$ cat src/rtl/fb_write_arbiter_if.sv
// Pixel write bus between the draw sources and the frame buffer port.
// master: draw units and frame buffer; slave: the write arbiter.
interface fb_write_arbiter_if #(
    parameter int NUM_SOURCES = 4,
    parameter int COLOR_DEPTH = 9,
    parameter int COORD_W     = 11
);
    logic [NUM_SOURCES-1:0]             src_valid;
    logic [NUM_SOURCES-1:0]             src_done;
    logic [NUM_SOURCES*COLOR_DEPTH-1:0] src_color;
    logic [NUM_SOURCES*COORD_W-1:0]     src_x;
    logic [NUM_SOURCES*COORD_W-1:0]     src_y;
    logic [NUM_SOURCES-1:0]             src_transparent;
    logic [NUM_SOURCES-1:0]             src_grant;
    logic                               fb_ready;
    logic                               fb_we;
    logic [COORD_W-1:0]                 fb_x;
    logic [COORD_W-1:0]                 fb_y;
    logic [COLOR_DEPTH-1:0]             fb_color;

    modport master (
        output src_valid, src_done, src_color, src_x, src_y,
        output src_transparent, fb_ready,
        input  src_grant, fb_we, fb_x, fb_y, fb_color
    );

    modport slave (
        input  src_valid, src_done, src_color, src_x, src_y,
        input  src_transparent, fb_ready,
        output src_grant, fb_we, fb_x, fb_y, fb_color
    );
endinterface

$ cat src/rtl/fb_write_arbiter.sv
// N-source frame buffer write arbiter: layered or round-robin grant,
// with clipping, transparency drop, overrun flag and per-frame counters.
module fb_write_arbiter #(
    parameter int NUM_SOURCES = 4,
    parameter int COLOR_DEPTH = 9,
    parameter int COORD_W     = 11,
    parameter int SCREEN_W    = 640,
    parameter int SCREEN_H    = 480,
    parameter int MODE        = 0
) (
    input  logic                clk,
    input  logic                reset,
    input  logic                frame,
    fb_write_arbiter_if.slave   bus,
    output logic                busy,
    output logic                frame_complete,
    output logic                overrun,
    output logic [15:0]         write_count,
    output logic [15:0]         drop_count
);
    localparam int CW = (NUM_SOURCES > 1) ? $clog2(NUM_SOURCES) : 1;
    localparam logic [CW-1:0] LAST_SRC = CW'(NUM_SOURCES - 1);
    localparam logic [NUM_SOURCES-1:0] G0 = NUM_SOURCES'(1);
    localparam logic [COORD_W-1:0] X_LIM = COORD_W'(SCREEN_W);
    localparam logic [COORD_W-1:0] Y_LIM = COORD_W'(SCREEN_H);
    localparam logic [0:0] IDLE  = 1'b0;
    localparam logic [0:0] SERVE = 1'b1;

    logic [0:0]             state;
    logic [CW-1:0]          cur;
    logic [CW-1:0]          ptr;
    logic [CW-1:0]          acc_idx;
    logic [CW-1:0]          rr_start;
    logic [NUM_SOURCES-1:0] grant;
    logic [NUM_SOURCES-1:0] rr_grant;
    logic                   rr_found;
    logic [15:0]            wr_cnt, dr_cnt, wr_nxt, dr_nxt;
    logic                   acc, pix_ok, wr_inc, dr_inc;
    logic                   done_cur, hold;
    logic [COLOR_DEPTH-1:0] sel_color;
    logic [COORD_W-1:0]     sel_x, sel_y;
    logic                   sel_tr;

    function automatic logic [15:0] sat_inc(input logic [15:0] c,
                                            input logic inc);
        return (inc && c != 16'hFFFF) ? c + 16'd1 : c;
    endfunction

    assign bus.src_grant = grant;
    assign acc    = (|(bus.src_valid & grant)) & bus.fb_ready;
    assign hold   = |(bus.src_valid & grant);
    assign pix_ok = !sel_tr && (sel_x < X_LIM) && (sel_y < Y_LIM);
    assign wr_inc = acc & pix_ok;
    assign dr_inc = acc & ~pix_ok;
    assign wr_nxt = sat_inc(wr_cnt, wr_inc);
    assign dr_nxt = sat_inc(dr_cnt, dr_inc);
    assign done_cur = bus.src_done[cur] & grant[cur];

    // grant is one-hot, so the granted source is also the accepted one
    always_comb begin
        acc_idx   = '0;
        sel_color = '0;
        sel_x     = '0;
        sel_y     = '0;
        sel_tr    = 1'b0;
        for (int k = 0; k < NUM_SOURCES; k++) begin
            if (grant[k]) begin
                acc_idx   = CW'(k);
                sel_color = bus.src_color[k*COLOR_DEPTH +: COLOR_DEPTH];
                sel_x     = bus.src_x[k*COORD_W +: COORD_W];
                sel_y     = bus.src_y[k*COORD_W +: COORD_W];
                sel_tr    = bus.src_transparent[k];
            end
        end
    end

    // round-robin search begins just after the last accepted source
    always_comb begin
        if (acc)
            rr_start = (acc_idx == LAST_SRC) ? '0 : acc_idx + 1'b1;
        else
            rr_start = ptr;
        rr_grant = '0;
        rr_found = 1'b0;
        for (int i = 0; i < NUM_SOURCES; i++) begin
            if (!rr_found &&
                bus.src_valid[(int'(rr_start) + i) % NUM_SOURCES]) begin
                rr_grant[(int'(rr_start) + i) % NUM_SOURCES] = 1'b1;
                rr_found = 1'b1;
            end
        end
    end

    always_ff @(posedge clk) begin
        if (reset) begin
            state          <= IDLE;
            cur            <= '0;
            ptr            <= '0;
            grant          <= '0;
            wr_cnt         <= '0;
            dr_cnt         <= '0;
            busy           <= 1'b0;
            frame_complete <= 1'b0;
            overrun        <= 1'b0;
            write_count    <= '0;
            drop_count     <= '0;
            bus.fb_we      <= 1'b0;
            bus.fb_x       <= '0;
            bus.fb_y       <= '0;
            bus.fb_color   <= '0;
        end else begin
            bus.fb_we      <= wr_inc;
            frame_complete <= 1'b0;
            wr_cnt         <= wr_nxt;
            dr_cnt         <= dr_nxt;
            if (acc) begin
                bus.fb_x     <= sel_x;
                bus.fb_y     <= sel_y;
                bus.fb_color <= sel_color;
            end
            if (MODE == 1) begin
                busy  <= 1'b0;
                state <= IDLE;
                if (acc)
                    ptr <= rr_start;
                if (acc || !hold)
                    grant <= rr_grant;
                if (frame) begin
                    frame_complete <= 1'b1;
                    write_count    <= wr_nxt;
                    drop_count     <= dr_nxt;
                    wr_cnt         <= '0;
                    dr_cnt         <= '0;
                end
            end else begin
                case (state)
                    IDLE: begin
                        grant <= '0;
                        if (frame) begin
                            state  <= SERVE;
                            busy   <= 1'b1;
                            cur    <= '0;
                            grant  <= G0;
                            wr_cnt <= '0;
                            dr_cnt <= '0;
                        end
                    end
                    SERVE: begin
                        if (done_cur && cur == LAST_SRC) begin
                            frame_complete <= 1'b1;
                            write_count    <= wr_nxt;
                            drop_count     <= dr_nxt;
                            wr_cnt         <= '0;
                            dr_cnt         <= '0;
                            cur            <= '0;
                            // a coincident frame starts the next pass at once
                            if (frame) begin
                                grant <= G0;
                            end else begin
                                state <= IDLE;
                                busy  <= 1'b0;
                                grant <= '0;
                            end
                        end else if (frame) begin
                            overrun <= 1'b1;
                            cur     <= '0;
                            grant   <= G0;
                            wr_cnt  <= '0;
                            dr_cnt  <= '0;
                        end else if (done_cur) begin
                            cur   <= cur + 1'b1;
                            grant <= G0 << (cur + 1'b1);
                        end
                    end
                    default: state <= IDLE;
                endcase
            end
        end
    end
endmodule

$ cat src/flat_wrapper.sv
// flat-port wrapper written by rule: the top's interface ports become plain ports
module fb_write_arbiter_flat 
#(
    parameter int NUM_SOURCES = 4,
    parameter int COLOR_DEPTH = 9,
    parameter int COORD_W     = 11,
    parameter int SCREEN_W    = 640,
    parameter int SCREEN_H    = 480,
    parameter int MODE        = 0
)
  (clk, reset, frame, busy, frame_complete, overrun, write_count, drop_count, bus_src_valid, bus_src_done, bus_src_color, bus_src_x, bus_src_y, bus_src_transparent, bus_fb_ready, bus_src_grant, bus_fb_we, bus_fb_x, bus_fb_y, bus_fb_color);
  fb_write_arbiter_if #(.NUM_SOURCES(NUM_SOURCES), .COLOR_DEPTH(COLOR_DEPTH), .COORD_W(COORD_W)) bus_i ();
  input  logic clk;
  input  logic reset;
  input  logic frame;
  output logic busy;
  output logic frame_complete;
  output logic overrun;
  output logic [15:0] write_count;
  output logic [15:0] drop_count;
  input wire logic [$bits(bus_i.src_valid)-1:0] bus_src_valid;
  input wire logic [$bits(bus_i.src_done)-1:0] bus_src_done;
  input wire logic [$bits(bus_i.src_color)-1:0] bus_src_color;
  input wire logic [$bits(bus_i.src_x)-1:0] bus_src_x;
  input wire logic [$bits(bus_i.src_y)-1:0] bus_src_y;
  input wire logic [$bits(bus_i.src_transparent)-1:0] bus_src_transparent;
  input wire logic [$bits(bus_i.fb_ready)-1:0] bus_fb_ready;
  output wire logic [$bits(bus_i.src_grant)-1:0] bus_src_grant;
  output wire logic [$bits(bus_i.fb_we)-1:0] bus_fb_we;
  output wire logic [$bits(bus_i.fb_x)-1:0] bus_fb_x;
  output wire logic [$bits(bus_i.fb_y)-1:0] bus_fb_y;
  output wire logic [$bits(bus_i.fb_color)-1:0] bus_fb_color;
  assign bus_i.src_valid = bus_src_valid;
  assign bus_i.src_done = bus_src_done;
  assign bus_i.src_color = bus_src_color;
  assign bus_i.src_x = bus_src_x;
  assign bus_i.src_y = bus_src_y;
  assign bus_i.src_transparent = bus_src_transparent;
  assign bus_i.fb_ready = bus_fb_ready;
  assign bus_src_grant = bus_i.src_grant;
  assign bus_fb_we = bus_i.fb_we;
  assign bus_fb_x = bus_i.fb_x;
  assign bus_fb_y = bus_i.fb_y;
  assign bus_fb_color = bus_i.fb_color;
  fb_write_arbiter #(.NUM_SOURCES(NUM_SOURCES), .COLOR_DEPTH(COLOR_DEPTH), .COORD_W(COORD_W), .SCREEN_W(SCREEN_W), .SCREEN_H(SCREEN_H), .MODE(MODE)) u_core (.clk(clk), .reset(reset), .frame(frame), .bus(bus_i), .busy(busy), .frame_complete(frame_complete), .overrun(overrun), .write_count(write_count), .drop_count(drop_count));
endmodule
$ cat config.mk
export PLATFORM = sky130hd
export DESIGN_NAME = fb_write_arbiter_flat
export DESIGN_NICKNAME = d
export VERILOG_FILES = /design/src/rtl/fb_write_arbiter_if.sv /design/src/rtl/fb_write_arbiter.sv /design/src/flat_wrapper.sv
export SDC_FILE = /design/constraint.sdc
export NUM_CORES = 1
export LEC_CHECK = 0
export CORE_AREA = 2 2 90 127
export CTS_CLUSTER_DIAMETER = 30
export DETAILED_ROUTE_END_ITERATION = 7
export DIE_AREA = 0 0 92 129
export DONT_BUFFER_PORTS = 1
export HOLD_SLACK_MARGIN = 0.1
export PLACE_DENSITY = 0.62
export SKIP_CTS_REPAIR_TIMING = 1
export SLEW_MARGIN = 20
export SYNTH_ARGS = -nofsm -noshare
export SYNTH_HDL_FRONTEND = slang
export SYNTH_SLANG_ARGS = --single-unit
$ cat constraint.sdc
create_clock -name clk -period 2.37 [get_ports clk]
set_clock_uncertainty 0.2 [all_clocks]
set_input_delay 0.3555 -clock clk [delete_from_list [all_inputs] [get_ports clk]]
set_output_delay 0.3555 -clock clk [all_outputs]
set_load 0.005 [all_outputs]
==> flow_summary.ini <==
[status]
status = complete, but fails checks
violations = hold timing, setup timing

[clock_tree]
cts_buffer_depth = 2
clk_pin_slew_ns = 0.07
cts_buffers = 9
clockRootBuffer = clkbuf_16
insertion_delay_ns = 0.35
cts_tree = yes
h-tree-depth = 3
clock_sinks = 106

[synth]
yosysWarningCount = 0
netlist.top_cell.by_area = dfxtp_1
netlist_top_cells_area = dfxtp_1 40%, nor2_1 8.0%, a21oi_1 6.2%
syn-cell-area_um2 = 5270
synth-seq-area-share_pct = 40.3
synthFlopType = dfxtp_1
ys_ff_latch = 106
synth_top_area_share_pct = 40.3
yosys.cell_types.count = 52
syn_inst = 648
synthTopCellsByCount = 113 x nor2_1, 106 x dfxtp_1, 65 x a21oi_1, 39 x nand2_1, 35 x clkbuf_1
synth.most_common_cell = nor2_1
synthArstFlopShare_pct = 0
syn-num-nets = 795
syn_area_per_cell_um2 = 8.13
synth-edff-count = 0

[floorplan]
die_y_um = 129
dieWidth_um = 92
rows = 45
pin_count = 211
dieArea_um2 = 11900
coreArea_um2 = 10700
start_util_pct = 49.3

[placement]
port_buffers = 0
place_area_um2 = 5860
dpl.hpwl_mm = 11.9
place.gp.congestion = 0.926

[drt]
drt_iter0_markers = 202
wl_per_cell_um = 20.9
drtPass1Iterations = 5
totalWireLength_mm = 17.7
num_vias = 5295
drt-vias-per-instance = 6.27
post-route-drc-count = 0
ant_nets = 0

[sta]
min_period_ns = 2.62
fin_setup_tns_ns = -6.27
drv_slew = 0
slew_headroom_pct = 69.9
hold_violations = 69
min_period_over_period_pct = 110
timing.hold.ws_ns = -0.128
setup_viol = 52
worstMarginPinSlew_ns = 0.450
max_freq_mhz = 382
rsz0062_at_grt = true
fin_ws_ns = -0.248

[setup_path]
endpoint_kind = flop
path_class = flop to flop
cp_top_family = simple AND/OR/NAND/NOR gates
critPathBufInv = 3
slowest_delay_ns = 0.44
cp_max_fo = 26
worst_ep_required_time_ns = 2.43
cpMostUsedCell = buf_4
crit_chain = nand2b_4 -> buf_4 -> o22ai_1 -> a21oi_2 -> buf_4 -> o21bai_4 -> nand4_4 -> buf_12 -> or4_4 -> a311oi_2
slowest_stage = or4_4
startpoint_type = flop
arrival_ns = 2.68

[grt]
grt_usage_pct = 26.5
overflow = 0
grt_max_degree = 72
grt_pass1_wl_mm = 24.7
grt_pass1_vias = 4867
grt_antenna_before_repair = 0

[finish]
nets = 846
multi_input_area_um2 = 3420
nFillCells = 917
area_growth_pct = 33.1
n_antenna_cell = 0
drive_gt1_share_pct = 30.0
stdcell_area_um2 = 7010
register_area_um2 = 2130

[power]
leakage_uw = 0.00228
p_per_area_nw_per_um2 = 503
ir_worst_vdd_v = 0.000321

[flow_run]
maxCapViolCount = 0

[min_path]
hp-class = input port to flop
==> cell families (layout without fill, tap and decap cells) <==
family	Yosys count	after routing	share of synthesized area, %
compound gates	226	226	28.8
simple gates	231	231	21.2
flops	106	106	40.3
xor+xnor	6	6	0.997
buf+inv	62	118	5.17
fa+ha+maj	7	7	1.66
mux	10	10	1.90
==> state kept, by name, indices dropped and copies added, names as in the netlist, 2 cells and up <==
register and cells:
u_core.bus.fb_color 9, u_core.bus.fb_x 11, u_core.bus.fb_y 11, u_core.bus.src_grant 4, u_core.cur 2, u_core.dr_cnt 16, u_core.drop_count 16, u_core.wr_cnt 16
u_core.write_count 16
==> per-layer routing <==
metal / share of wire, % / vias up / wire, µm / GRT usage (%)
met5: 0 / - / 0 / 0
met4: 4.4 / 0 / 785 / 15.5
met3: 7.2 / 45 / 1270 / 6.56
met2: 51 / 228 / 9090 / 45.5
met1: 37 / 2505 / 6520 / 29.7
li1: - / 2517 / - / -
==> cells in the final DEF (no fill, tap or decap), types with 6 or more instances in the layout <==
master,n
nor2_1,113
dfxtp_1,102
buf_4,59
a21oi_1,49
nand2_1,38
a22oi_1,29
o21ai_0,23
o211ai_1,23
nand3_1,19
a21oi_2,16
a311oi_2,16
buf_6,15
or4_4,14
clkbuf_16,14
inv_1,10
nand4_1,10
mux2i_1,9
buf_12,9
and3_1,8
a311oi_1,8
o31ai_1,7
ha_1,7
o31ai_2,6
==> per-stage QoR <==
| stage | util, % | setup WS (ns) | std cells | total power (µW) |
|---|---|---|---|---|
| floorplan | - | -0.105 | 648 | 2000 |
| global placement | 54.8 | -0.244 | 800 | 2050 |
| global route | 65.6 | -0.340 | 845 | 3640 |
| detailed placement | 54.8 | -0.315 | 800 | 2050 |
| finish | 65.6 | -0.248 | 845 | 3530 |
| CTS | 57.5 | -0.318 | 816 | 3500 |
==> power by group <==
part	internal [µW]	leakage (µW)	total, µW	switching (µW)
Combinational	119	0.00128	248	129
Sequential	1800	0.000858	1810	16.9
Clock	773	0.000134	1470	694
Total	2690	0.00228	3530	839
==> area by class of cell <==
| type | count | area share (%) |
|---|---|---|
| sequential | 106 | 30.4 |
| multi-input combinational | 480 | 48.8 |
| clock buffer | 11 | 3.60 |
| inverter | 11 | 0.589 |
| timing repair buffer | 91 | 13.6 |
| clock inverter | 5 | 0.517 |
| tap | 141 | 2.52 |
==> path summary, 6_finish.rpt <==
| check | start | end | slack (ns) | cells past startpoint |
|---|---|---|---|---|
| min reg2reg | u_core.dr_cnt[15]$_SDFF_PP0_ | u_core.dr_cnt[15]$_SDFF_PP0_ | 0.31 | 2 |
| min | reset | u_core.bus.fb_we$_SDFF_PP0_ | -0.13 | 1 |
| max | u_core.bus.src_grant[3]$_SDFFE_PP0P_ | u_core.write_count[13]$_SDFFE_PP0P_ | -0.25 | 10 |
| max reg2reg | u_core.bus.src_grant[3]$_SDFFE_PP0P_ | u_core.write_count[13]$_SDFFE_PP0P_ | -0.25 | 10 |
Power figures use the tool's default switching activity.
